$ cat config.mk
export PLATFORM = sky130hd
export DESIGN_NAME = axis_uart_tx_arbiter
export DESIGN_NICKNAME = d
export VERILOG_FILES = /design/src/rtl/axis_uart_arb_pkg.sv /design/src/rtl/axis_uart_tx_arbiter_pick.sv /design/src/rtl/axis_uart_tx_arbiter.sv
export SDC_FILE = /design/constraint.sdc
export NUM_CORES = 1
export LEC_CHECK = 0
export CORE_AREA = 3 3 511 513
export DETAILED_ROUTE_END_ITERATION = 6
export DIE_AREA = 0 0 514 516
export SLEW_MARGIN = 30
export SYNTH_ARGS = -nofsm -noshare
export SYNTH_HDL_FRONTEND = slang
export SYNTH_HIERARCHICAL = 1
export SYNTH_SLANG_ARGS = --single-unit
$ cat constraint.sdc
create_clock -name clk -period 3 [get_ports clk]
set_clock_uncertainty 0.2 [all_clocks]
set_input_delay 0.6 -clock clk [delete_from_list [all_inputs] [get_ports clk]]
set_output_delay 0.6 -clock clk [all_outputs]
set_load 0.02 [all_outputs]
$ cat src/rtl/axis_uart_arb_pkg.sv
// Shared types and helpers for the AXIS-to-UART-TX round-robin arbiter.
// The grant FSM encoding, burst counter width and a reference next-index helper live here.
package axis_uart_arb_pkg;

  localparam int BURST_CNT_W = 16;
  localparam int MAX_REQ     = 16;

  typedef enum logic {IDLE_ST, GRANT_ST} arb_fsm;

  // Next requester after 'last' with wrap-around over n requesters; returns 'last' when none request.
  function automatic logic [3:0] rr_next(input logic [MAX_REQ-1:0] req, input logic [3:0] last,
                                         input int n);
    logic found;
    int   c;
    rr_next = last;
    found   = 1'b0;
    for (int k = 1; k <= MAX_REQ; k++) begin
      c = (int'(last) + k) % n;
      if (k <= n && !found && req[c]) begin
        rr_next = 4'(c);
        found   = 1'b1;
      end
    end
  endfunction

endpackage

$ cat src/rtl/axis_uart_tx_arbiter_pick.sv
// Combinational round-robin pick: the request vector is doubled, rotated so the
// requester after 'last' sits at bit 0, and the lowest set bit wins.
module rr_arbiter_pick #(
  parameter int N_INPUTS = 4,
  parameter int IDX_W    = $clog2(N_INPUTS)
) (
  input  logic [N_INPUTS-1:0] req,
  input  logic [IDX_W-1:0]    last,
  output logic [IDX_W-1:0]    pick,
  output logic                pick_valid
);

  logic [IDX_W-1:0]      start;
  logic [2*N_INPUTS-1:0] rotated;
  logic [IDX_W:0]        sum;

  always_comb begin
    start      = (last == IDX_W'(N_INPUTS - 1)) ? '0 : last + IDX_W'(1);
    rotated    = {req, req} >> start;
    pick_valid = 1'b0;
    sum        = '0;
    // Descending scan so the lowest rotated offset is the one left standing.
    for (int j = N_INPUTS - 1; j >= 0; j--) begin
      if (rotated[j]) begin
        pick_valid = 1'b1;
        sum        = {1'b0, start} + (IDX_W + 1)'(j);
      end
    end
    if (sum >= (IDX_W + 1)'(N_INPUTS)) sum = sum - (IDX_W + 1)'(N_INPUTS);
    pick = sum[IDX_W-1:0];
  end

endmodule

$ cat src/rtl/axis_uart_tx_arbiter.sv
// Round-robin, packet-locked arbiter sharing one UART TX bridge among N_INPUTS AXIS producers.
// One registered output stage; GRANT_ACTIVE exposes the FSM state.
module axis_uart_tx_arbiter
  import axis_uart_arb_pkg::*;
#(
  parameter int N_INPUTS  = 4,
  parameter int N_BYTES   = 32,
  parameter int MAX_BURST = 0
) (
  input  logic                            clk,
  input  logic                            reset,
  input  logic [N_INPUTS*N_BYTES*8-1:0]   S_AXIS_TDATA,
  input  logic [N_INPUTS-1:0]             S_AXIS_TVALID,
  input  logic [N_INPUTS-1:0]             S_AXIS_TLAST,
  output logic [N_INPUTS-1:0]             S_AXIS_TREADY,
  output logic [N_BYTES*8-1:0]            M_AXIS_TDATA,
  output logic                            M_AXIS_TVALID,
  input  logic                            M_AXIS_TREADY,
  output logic [$clog2(N_INPUTS)-1:0]     GRANT_ID,
  output logic                            GRANT_ACTIVE
);

  localparam int IDX_W = $clog2(N_INPUTS);
  localparam int W     = N_BYTES * 8;
  localparam logic [BURST_CNT_W-1:0] BURST_LAST =
    (MAX_BURST == 0) ? '0 : BURST_CNT_W'(MAX_BURST - 1);

  // Handshake: a beat moves on an edge where VALID and READY are both high; a
  // producer's TREADY never depends on its own TVALID, and the output register
  // can take a beat whenever it is empty or being drained that same cycle.
  arb_fsm                 state, state_nxt;
  logic [IDX_W-1:0]       grant_id, grant_id_nxt;
  logic [BURST_CNT_W-1:0] burst_cnt, burst_cnt_nxt;
  logic                   m_valid;
  logic [W-1:0]           m_data;
  logic                   out_free, accept, burst_end, pick_valid;
  logic [IDX_W-1:0]       pick;
  logic [W-1:0]           slices [N_INPUTS];

  for (genvar i = 0; i < N_INPUTS; i++) begin : g_slice
    assign slices[i] = S_AXIS_TDATA[i*W +: W];
  end

  rr_arbiter_pick #(.N_INPUTS(N_INPUTS), .IDX_W(IDX_W)) u_pick (
    .req        (S_AXIS_TVALID),
    .last       (grant_id),
    .pick       (pick),
    .pick_valid (pick_valid)
  );

  assign out_free  = ~m_valid | M_AXIS_TREADY;
  assign accept    = (state == GRANT_ST) & S_AXIS_TVALID[grant_id] & out_free;
  assign burst_end = (MAX_BURST != 0) && (burst_cnt == BURST_LAST);

  always_comb begin
    S_AXIS_TREADY = '0;
    if (state == GRANT_ST && out_free) S_AXIS_TREADY[grant_id] = 1'b1;
  end

  always_comb begin
    state_nxt     = state;
    grant_id_nxt  = grant_id;
    burst_cnt_nxt = burst_cnt;
    case (state)
      IDLE_ST: begin
        if (pick_valid) begin
          state_nxt    = GRANT_ST;
          grant_id_nxt = pick;
        end
      end
      GRANT_ST: begin
        // An idle grantee keeps the grant; only an accepted beat can release it.
        if (accept) begin
          if (S_AXIS_TLAST[grant_id] || burst_end) begin
            state_nxt     = IDLE_ST;
            burst_cnt_nxt = '0;
          end else begin
            burst_cnt_nxt = burst_cnt + BURST_CNT_W'(1);
          end
        end
      end
      default: state_nxt = IDLE_ST;
    endcase
  end

  always_ff @(posedge clk) begin
    if (reset) begin
      state     <= IDLE_ST;
      grant_id  <= IDX_W'(N_INPUTS - 1);
      burst_cnt <= '0;
      m_valid   <= 1'b0;
      m_data    <= '0;
    end else begin
      state     <= state_nxt;
      grant_id  <= grant_id_nxt;
      burst_cnt <= burst_cnt_nxt;
      if (accept) begin
        m_data  <= slices[grant_id];
        m_valid <= 1'b1;
      end else if (M_AXIS_TREADY) begin
        m_valid <= 1'b0;
      end
    end
  end

  assign M_AXIS_TDATA  = m_data;
  assign M_AXIS_TVALID = m_valid;
  assign GRANT_ID      = grant_id;
  assign GRANT_ACTIVE  = (state == GRANT_ST);

endmodule

=== Word level (Yosys, flattened, before mapping) ===
Cells that the tools add are included.

* Add/sub/neg operators: 5
* Multipliers: 0
* Div/mod/pow operators: 0
* $lt $le $gt $ge: 4
* Eq/ne operators: 1
* Shift operators: 1
* Muxes and demuxes: 26
* Bitwise operators: 6
* Reduce and logical (&&, ||, !) cells: 4

{| class="wikitable"
|+ Operators by type and width
! cell !! count
|-
| binary-select mux 256 bit (select 2 bit) || 1
|-
| 2-to-1 mux 256 bit || 2
|-
| 2-to-1 mux 1 bit || 12
|-
| 2-to-1 mux 3 bit || 4
|-
| right shift 8 x 2 -> 4 bit || 1
|-
| adder 2 x 2 -> 3 bit (second input constant) || 2
|-
| >= comparator 3 bit (second input constant) || 2
|-
| binary-select mux 1 bit (select 2 bit) || 2
|-
| 2-to-1 mux 2 bit || 2
|-
| 2-to-1 mux 4 bit || 1
|-
| adder 2 x 1 -> 3 bit (second input constant) || 1
|-
| < comparator 2 x 3 -> 1 bit (second input constant) || 1
|-
| inverter 2 -> 3 bit || 1
|-
| adder 2 x 1 -> 2 bit (second input constant) || 1
|-
| bitwise AND 1 bit || 2
|-
| demux 1 bit (select 2 bit) || 1
|-
| == test 2 bit (second input constant) || 1
|-
| >= comparator 2 x 1 -> 1 bit (second input constant) || 1
|-
| logical AND 1 bit || 2
|-
| inverter 1 bit || 2
|-
| one-hot mux 1 bit (2 select lines) || 1
|-
| AND reduction 2 bit || 1
|-
| nonzero test 2 bit || 1
|-
| subtractor 2 x 1 -> 2 bit (second input constant) || 1
|-
| OR 1 bit || 1
|}

* Register bits after elaboration: 260
* Latch bits: 0
* Bits in writable memories: 0
* Bits in read-only memories: 0
* Output and inout port bits: 264
* Memories: 0

=== Logic depth before layout (Yosys ltp) ===
Gate-level depths: netlist of run 1.

* Depth in word-level cells: 9
* Mapped depth: 10
* Depth with buffers taken out: 8

=== By module ===
Netlist of run 1, hierarchy kept.

{| class="wikitable"
|+ Modules (own cells, without submodules)
! module !! instances !! cells each !! area an instance (um^2) !! seq. area each (um^2)
|-
| axis_uart_tx_arbiter || 1 || 1820 || 18413.9 || 5205.0
|-
| rr_arbiter_pick || 1 || 42 || 285.3 || 0.0
|}

=== Worst setup path before layout of run 1 ===
OpenSTA, ideal clock, no wires.

* Kind: input -> output
* Start: in M_AXIS_TREADY
* End: out S_AXIS_TREADY[0]
* Arrival time: 1.945 ns
* Data required time: 2.200 ns
* Slack: 0.255 ns
* Cell stages on the path: 6
* Buffers on the path: 3
* Cells stage by stage: nand2b_1 clkbuf_1 clkbuf_1 clkbuf_1 nand2_1 nor3_1

* Longest elaborated chain between the ends: 3

{| class="wikitable"
|+ RTL lines
! what !! line !! text
|-
| start: declaration || axis_uart_tx_arbiter.sv:18 || <nowiki>input logic M_AXIS_TREADY,</nowiki>
|-
| OR 1 bit || axis_uart_tx_arbiter.sv:51 || <nowiki>assign out_free = ~m_valid | M_AXIS_TREADY;</nowiki>
|-
| logical AND 1 bit || axis_uart_tx_arbiter.sv:57 || <nowiki>if (state == GRANT_ST && out_free) S_AXIS_TREADY[grant_id] = 1'b1;</nowiki>
|-
| 2-to-1 mux 4 bit || axis_uart_tx_arbiter.sv:57 ||
|-
| end: declaration || axis_uart_tx_arbiter.sv:15 || <nowiki>output logic [N_INPUTS-1:0] S_AXIS_TREADY,</nowiki>
|}

Every way passes these cells.

=== Worst setup path after layout of run 1 ===
* Start: in M_AXIS_TREADY
* End: out S_AXIS_TREADY[2]

Same word-level chain as after synthesis.

==> metrics.yaml, run 1 <==
outcome: "complete, no violations"
numPortBuffers: 1298
cap_violations: 0
critPathCapture: "S_AXIS_TREADY[2]"
setup_viol: 0
wirelength_um: 237000
gp_congestion: 0.983
drt_iter0_markers: 2089
max_freq_ghz: 0.348
slew_violations: 0
cts_tree: "yes"
clk_latency_ps: 650
hold_viol_final: 0
rr_worst_depth: 7
ys_seq_area_share_pct: 27.8
synth_area_leader_cell: "mux4_2"
ys_types: 33
core_region_area_um2: 257000
cpPeakStageDelay_ps: 630
ios: 1299
cp.arrival_ps: 2080
post-route-min-period_ps: 2880
rr_endpoint: "M_AXIS_TDATA[166]"
ir_drop_mv: 0.335
yosys_warnings: 6
die_y_um: 516
cp_top_family: "buffers and inverters"
firstDrtPassIters: 7
via_count: 24200
ys_top_cells_by_area: "mux4_2 31%, dfxtp_1 28%, a31o_1 9.5%"
clock-sinks: 260
netlist_area_um2: 18700
dieArea_um2: 265000
drcViolationCount: 0
hold_buffers: 0
syn2layout_area_growth_pct: 100
critical_path_buf_inv_count: 2
rows: 186
postRouteAntennaNets: 0
critPathCaptureType: "output pin"
ys_ff_latch: 260
wl_per_cell_um: 36.1
switching_share_pct: 36.6
p_seq_share_pct: 23.2
switchingPower_uw: 6570
nets: 4053
p_per_area_nw_per_um2: 481
finalCritPeriodShare_pct: 95.9
critPathLaunchType: "input pin"
utilization_pct: 14.6
tns_ps: 0
r2r_start: "GRANT_ID[0]"
criticalPathCategory: "input pin to output pin"
path_cells: "clkdlybuf4s50_1, nand2b_4, nand3_1, nor2_1, clkdlybuf4s50_1"
crit_start: "M_AXIS_TREADY"
clkTransAtPathRegs_ps: 60
p_comb_share_pct: 45.8
htree_levels: 2
hold_path.class: "input pin to flip-flop"
worstMarginPinSlew_ps: 818
synth_cells: 1862
syn-num-nets: 2899
die_w_um: 514
clock_path_buffers: 3
grt_max_degree: 187
gr-total-overflow: 0
cts_made_buffers: 39
start_util_pct: 7.28
vias_per_cell: 3.70
crit_cells: 5
crit_slowest_cell: "clkdlybuf4s50_1"
grt_pass1_wl_um: 282000
synthDominantCellAreaShare_pct: 31.2
grt_use_total_pct: 16.9
relSlewSlack_pct: 45.4
grt_pass1_vias: 22400
cp.required_ps: 2200
intPower_uw: 11400
path_max_fanout: 3
worst_path_most_repeated_cell: "clkdlybuf4s50_1"
cts_root_buf: "clkbuf_16"
rrSetupSlack_ps: 330
dpl.hpwl_um: 213000
antenna_found_initial: 430
drive_gt1_share_pct: 15.9
leakage_uw: 0.0117
clockPowerShare_pct: 31.0
rsz0062_at_grt: "false"
avgSynthCellArea_um2: 10.0
## cells in the final DEF, fill, tap and decap left out, types with 7 or more instances in the layout
cell | netlist | routed
buf_12 | 0 | 25
mux4_2 | 259 | 258
buf_4 | 0 | 67
clkdlybuf4s50_1 | 0 | 1281
diode_2 | 0 | 118
a21oi_1 | 259 | 259
clkbuf_16 | 0 | 40
dfxtp_1 | 260 | 257
nand4_1 | 257 | 257
bufinv_16 | 0 | 8
nor2_1 | 7 | 7
inv_1 | 259 | 259
clkbuf_8 | 0 | 11
a31o_1 | 202 | 202
a31o_2 | 54 | 54
## cell usage after synthesis (all sizes together)
library cell    n
buf           110
a41oi           1
nand3           5
o211ai          1
a31o          256
nor2            7
and2b           1
nor3            3
clkbuf        154
a211oi          1
a21boi          1
inv           259
a211o           1
nand4         257
nand2           5
ha              2
or4             1
mux4          259
dfxtp         260
a21o            1
o32ai           1
o21bai          2
a21oi         259
o21ai           6
o311ai          1
nand2b          4
a311oi          2
nor2b           2
## cells by family (layout without fill, tap and decap cells)
family / count (synthesis) / in the layout / synth area share [%]
and+or+nand+nor: 285 / 285 / 9.33
muxes: 259 / 259 / 31.2
DFF: 260 / 260 / 27.8
buffers and inverters: 523 / 1708 / 11.9
other: 0 / 118 / 0
AOI/OAI and AO/OA: 533 / 533 / 19.6
adders and majority gates: 2 / 2 / 0.134
## metrics by stage
stage / hold slack (ps) / instance area [um2] / cells / setup WS (ps) / total power, uW
after global routing: 199 / 37300 / 6500 / 71.9 / 18700
after floorplan: 409 / 18700 / 1862 / 255 / 8540
final: 207 / 37400 / 6549 / 124 / 18000
after CTS: 147 / 37100 / 6430 / 54.6 / 18200
after global placement: 316 / 35600 / 6356 / 38.7 / 12300
after detailed placement: 320 / 35600 / 6356 / 11.7 / 12400
## layer usage
metal	vias up	wire, um	global-route usage [%]	share of wire, %
li1	9715	-	-	-
met1	11400	79200	16.9	33
met2	1945	94100	23.9	40
met3	827	45800	14.7	19
met4	334	15200	9.46	6.4
met5	-	2260	0.0180	0.96
## what timing repair did
item | CTS | global route
setup endpoints to repair | 1 | 2
resized for setup | 0 | 2
buffers inserted | 2 | 0
## state kept, by name (all words and copies together), names as in the netlist
| signal | count |
|---|---|
| M_AXIS_TDATA | 256 |
| M_AXIS_TVALID | 1 |
| GRANT_ACTIVE | 1 |
| GRANT_ID | 2 |
## cell type report
cell class,count,area [um2]
fill,28800,219000
timing repair buffer,1377,13900
multi-input combinational,1079,11300
sequential,260,5220
tap,3384,4230
clock buffer,52,1160
inverter,259,972
clock inverter,20,340
antenna,118,295
## power groups by stage
stage / Sequential [uW] / Combinational (uW) / Clock [uW]
floorplan: 4680 / 3870 / 0
global placement: 4240 / 8080 / 0
detailed placement: 4260 / 8190 / 0
CTS: 4170 / 8260 / 5820
global route: 4210 / 8680 / 5860
finish: 4170 / 8230 / 5570
## how the worst min path moves through the flow
stage | from | endpoint | slack (ps) | cells after the start
3_5_place_dp | M_AXIS_TDATA[126] | M_AXIS_TDATA[126] | 320 | 3
6_report | reset | M_AXIS_TDATA[237] | 210 | 2
4_1_cts | reset | M_AXIS_TDATA[227] | 150 | 2
3_3_place_gp | M_AXIS_TDATA[213] | M_AXIS_TDATA[213] | 320 | 3
2_1_floorplan | M_AXIS_TDATA[100] | M_AXIS_TDATA[100] | 410 | 3
5_1_grt | reset | M_AXIS_TDATA[227] | 200 | 2
Note: power is estimated with default switching activity, not from simulation.
==> run 2, diff against run 1 <==
--- a/config.mk
+++ b/config.mk
@@ -8,7 +8,7 @@
 export CORE_AREA = 3 3 511 513
 export DETAILED_ROUTE_END_ITERATION = 6
 export DIE_AREA = 0 0 514 516
-export SLEW_MARGIN = 30
+export SLEW_MARGIN = 20
 export SYNTH_ARGS = -nofsm -noshare
 export SYNTH_HDL_FRONTEND = slang
 export SYNTH_HIERARCHICAL = 1
==> run 2 against run 1 <==
- critical path depth stayed put
- setup slack worse by 9.1 ps
- first-iteration DRC count is 2.3% higher
- highest routed layer unchanged
- total power hardly changed
- cell count hardly changed
- count of clock-buffer cells in the layout stayed put
==> metrics.yaml, run 2 (synthesis gave the netlist of run 1 again) <==
worstHoldPathCells: 3  # +1
path_cells: "clkdlybuf4s50_1, nand2b_4, nand3_1, nor2_1, clkdlybuf4s50_1"
path_max_fanout: 3  # unchanged
top_layer: "met5"
firstDrtPassIters: 7  # unchanged
rr_worst_depth: 7  # unchanged
clock_path_buffers: 3  # unchanged
relSlewSlack_pct: 6.36  # -39 points
via_count: 24100  # -0.53%
critPathCaptureType: "output pin"
cp.arrival_ps: 2090  # about the same
dieArea_um2: 265000  # unchanged
worst_path_most_repeated_cell: "clkdlybuf4s50_1"
hold_path.class: "input pin to flip-flop"
clock-sinks: 260  # unchanged
critical_path_buf_inv_count: 2  # unchanged
vias_per_cell: 3.68  # -0.49%
nets: 4052  # -0.025%
criticalPathCategory: "input pin to output pin"
multi_input_area_um2: 11300  # unchanged
wirelength_um: 237000  # about the same
largest_register_ff_count: 256  # unchanged
drive_gt1_share_pct: 15.9  # -0.028 points
postRouteAntennaNets: 0  # unchanged
outcome: "complete, no violations"
max_freq_ghz: 0.347  # -0.32%
core_region_area_um2: 257000  # unchanged
register_area_um2: 5220  # unchanged
hold_buffers: 0  # unchanged
die_w_um: 514  # unchanged
grt_max_degree: 187  # unchanged
route.met3.wl_um: 45600  # -0.31%
layout_commonest_cell: "clkdlybuf4s50_1"
worstMarginPinSlew_ps: 1400  # +586 ps
grt_use_total_pct: 16.9  # unchanged
drt_iter0_markers: 2137  # +2.3%
dr_wl_met2_um: 94300  # +0.20%
finalCritPeriodShare_pct: 96.2  # +0.30 points
rsz0062_at_grt: "false"
syn2layout_area_growth_pct: 99.8  # about the same
grt_pass1_wl_um: 282000  # unchanged
clkTransAtPathRegs_ps: 60  # about the same
p_total_uw: 18000  # about the same
htree_levels: 2  # unchanged
gr-total-overflow: 0  # unchanged
rr_endpoint: "M_AXIS_TDATA[167]"
n_fill_cell: 28800  # +0.014%
rrSetupSlack_ps: 300  # -30 ps
rows: 186  # unchanged
crit_start: "M_AXIS_TREADY"
cts_made_buffers: 39  # unchanged
ir_drop_mv: 0.339  # +1.0%
gp_congestion: 0.983  # unchanged
clk_latency_ps: 650  # about the same
cp_top_family: "buffers and inverters"
ios: 1299  # unchanged
leakage_uw: 0.0117  # -0.11%
post-route-min-period_ps: 2890  # +9.13 ps
wl_per_cell_um: 36.1  # about the same
start_util_pct: 7.28  # unchanged
min_to: "GRANT_ID[0]"
setup_viol: 0  # unchanged
hp-start: "reset"
r2r_start: "GRANT_ID[0]"
drcViolationCount: 0  # unchanged
die_y_um: 516  # unchanged
critPathLaunchType: "input pin"
crit_slowest_cell: "clkdlybuf4s50_1"
cts_tree: "yes"
dpl.hpwl_um: 213000  # unchanged
cpPeakStageDelay_ps: 630  # about the same
slew_violations: 0  # unchanged
cp.required_ps: 2200  # about the same
layout_common_cells: "1281 x clkdlybuf4s50_1, 259 x a21oi_1, 259 x inv_1"
antenna_found_initial: 430  # unchanged
wl_met1_um: 79500  # +0.32%
numPortBuffers: 1298  # unchanged
cts_root_buf: "clkbuf_16"
cap_violations: 0  # unchanged
p_per_area_nw_per_um2: 481  # about the same
grt_pass1_vias: 22400  # unchanged
hold_viol_final: 0  # unchanged
tns_ps: 0  # unchanged
-- run 2: changes by cell type in the layout (fill, tap and decap cells not counted), sizes merged --
| cell | before | now |
|---|---|---|
| buf | 94 | 93 |
| diode | 118 | 116 |
-- run 2: layer usage --
layer	GRT usage (%)	vias up
met1	16.9	11300
met2	23.9	1907
met3	14.7	831
li1	-	9710
met4	9.46	336
met5	0.0180	-
-- run 2: final cells by class --
class | instances | share of cell area (%)
timing repair buffer | 1376 | 37.1
multi-input combinational | 1079 | 30.2
sequential | 260 | 14.0
tap | 3384 | 11.3
clock buffer | 52 | 3.09
inverter | 259 | 2.60
clock inverter | 20 | 0.911
antenna | 116 | 0.777
-- run 2: worst reg2reg max path: stages, from the launching register on --
cell,delay (ps)
dfxtp_4,340
buf_4,180
buf_4,260
buf_12,240
buf_12,430
mux4_2,700
nand4_1,130
a21oi_1,100
-- run 2: how the worst max path moves through the flow --
stage | endpoint | slack [ps] | cells past startpoint
floorplan | S_AXIS_TREADY[0] | 250 | 6
global placement | M_AXIS_TDATA[87] | 40 | 6
detailed placement | M_AXIS_TDATA[166] | 10 | 6
CTS | S_AXIS_TREADY[1] | 50 | 3
global route | S_AXIS_TREADY[2] | 70 | 5
finish | S_AXIS_TREADY[2] | 110 | 5
-- run 2: through the flow --
| stage | cells | setup slack [ps] | utilization (%) | hold WS (ps) | cell area [um2] |
|---|---|---|---|---|---|
| 3_3_place_gp | 6356 | 38.7 | 13.9 | 316 | 35600 |
| 6_report | 6546 | 115 | 14.6 | 208 | 37400 |
| 3_5_place_dp | 6356 | 11.7 | 13.9 | 320 | 35600 |
| 5_1_grt | 6499 | 71.9 | 14.5 | 199 | 37200 |
| 4_1_cts | 6430 | 54.6 | 14.4 | 147 | 37100 |
| 2_1_floorplan | 1862 | 255 | - | 409 | 18700 |
-- run 2: power by group --
group	internal [uW]	leakage [uW]	switching, uW
Sequential	3890	0.00212	281
Combinational	4100	0.00888	4120
Clock	3400	0.000724	2170
-- run 2: what timing repair did --
item,in CTS,in global routing
resized for setup,0,2
endpoints found under the setup margin,1,2
buffers inserted,2,0
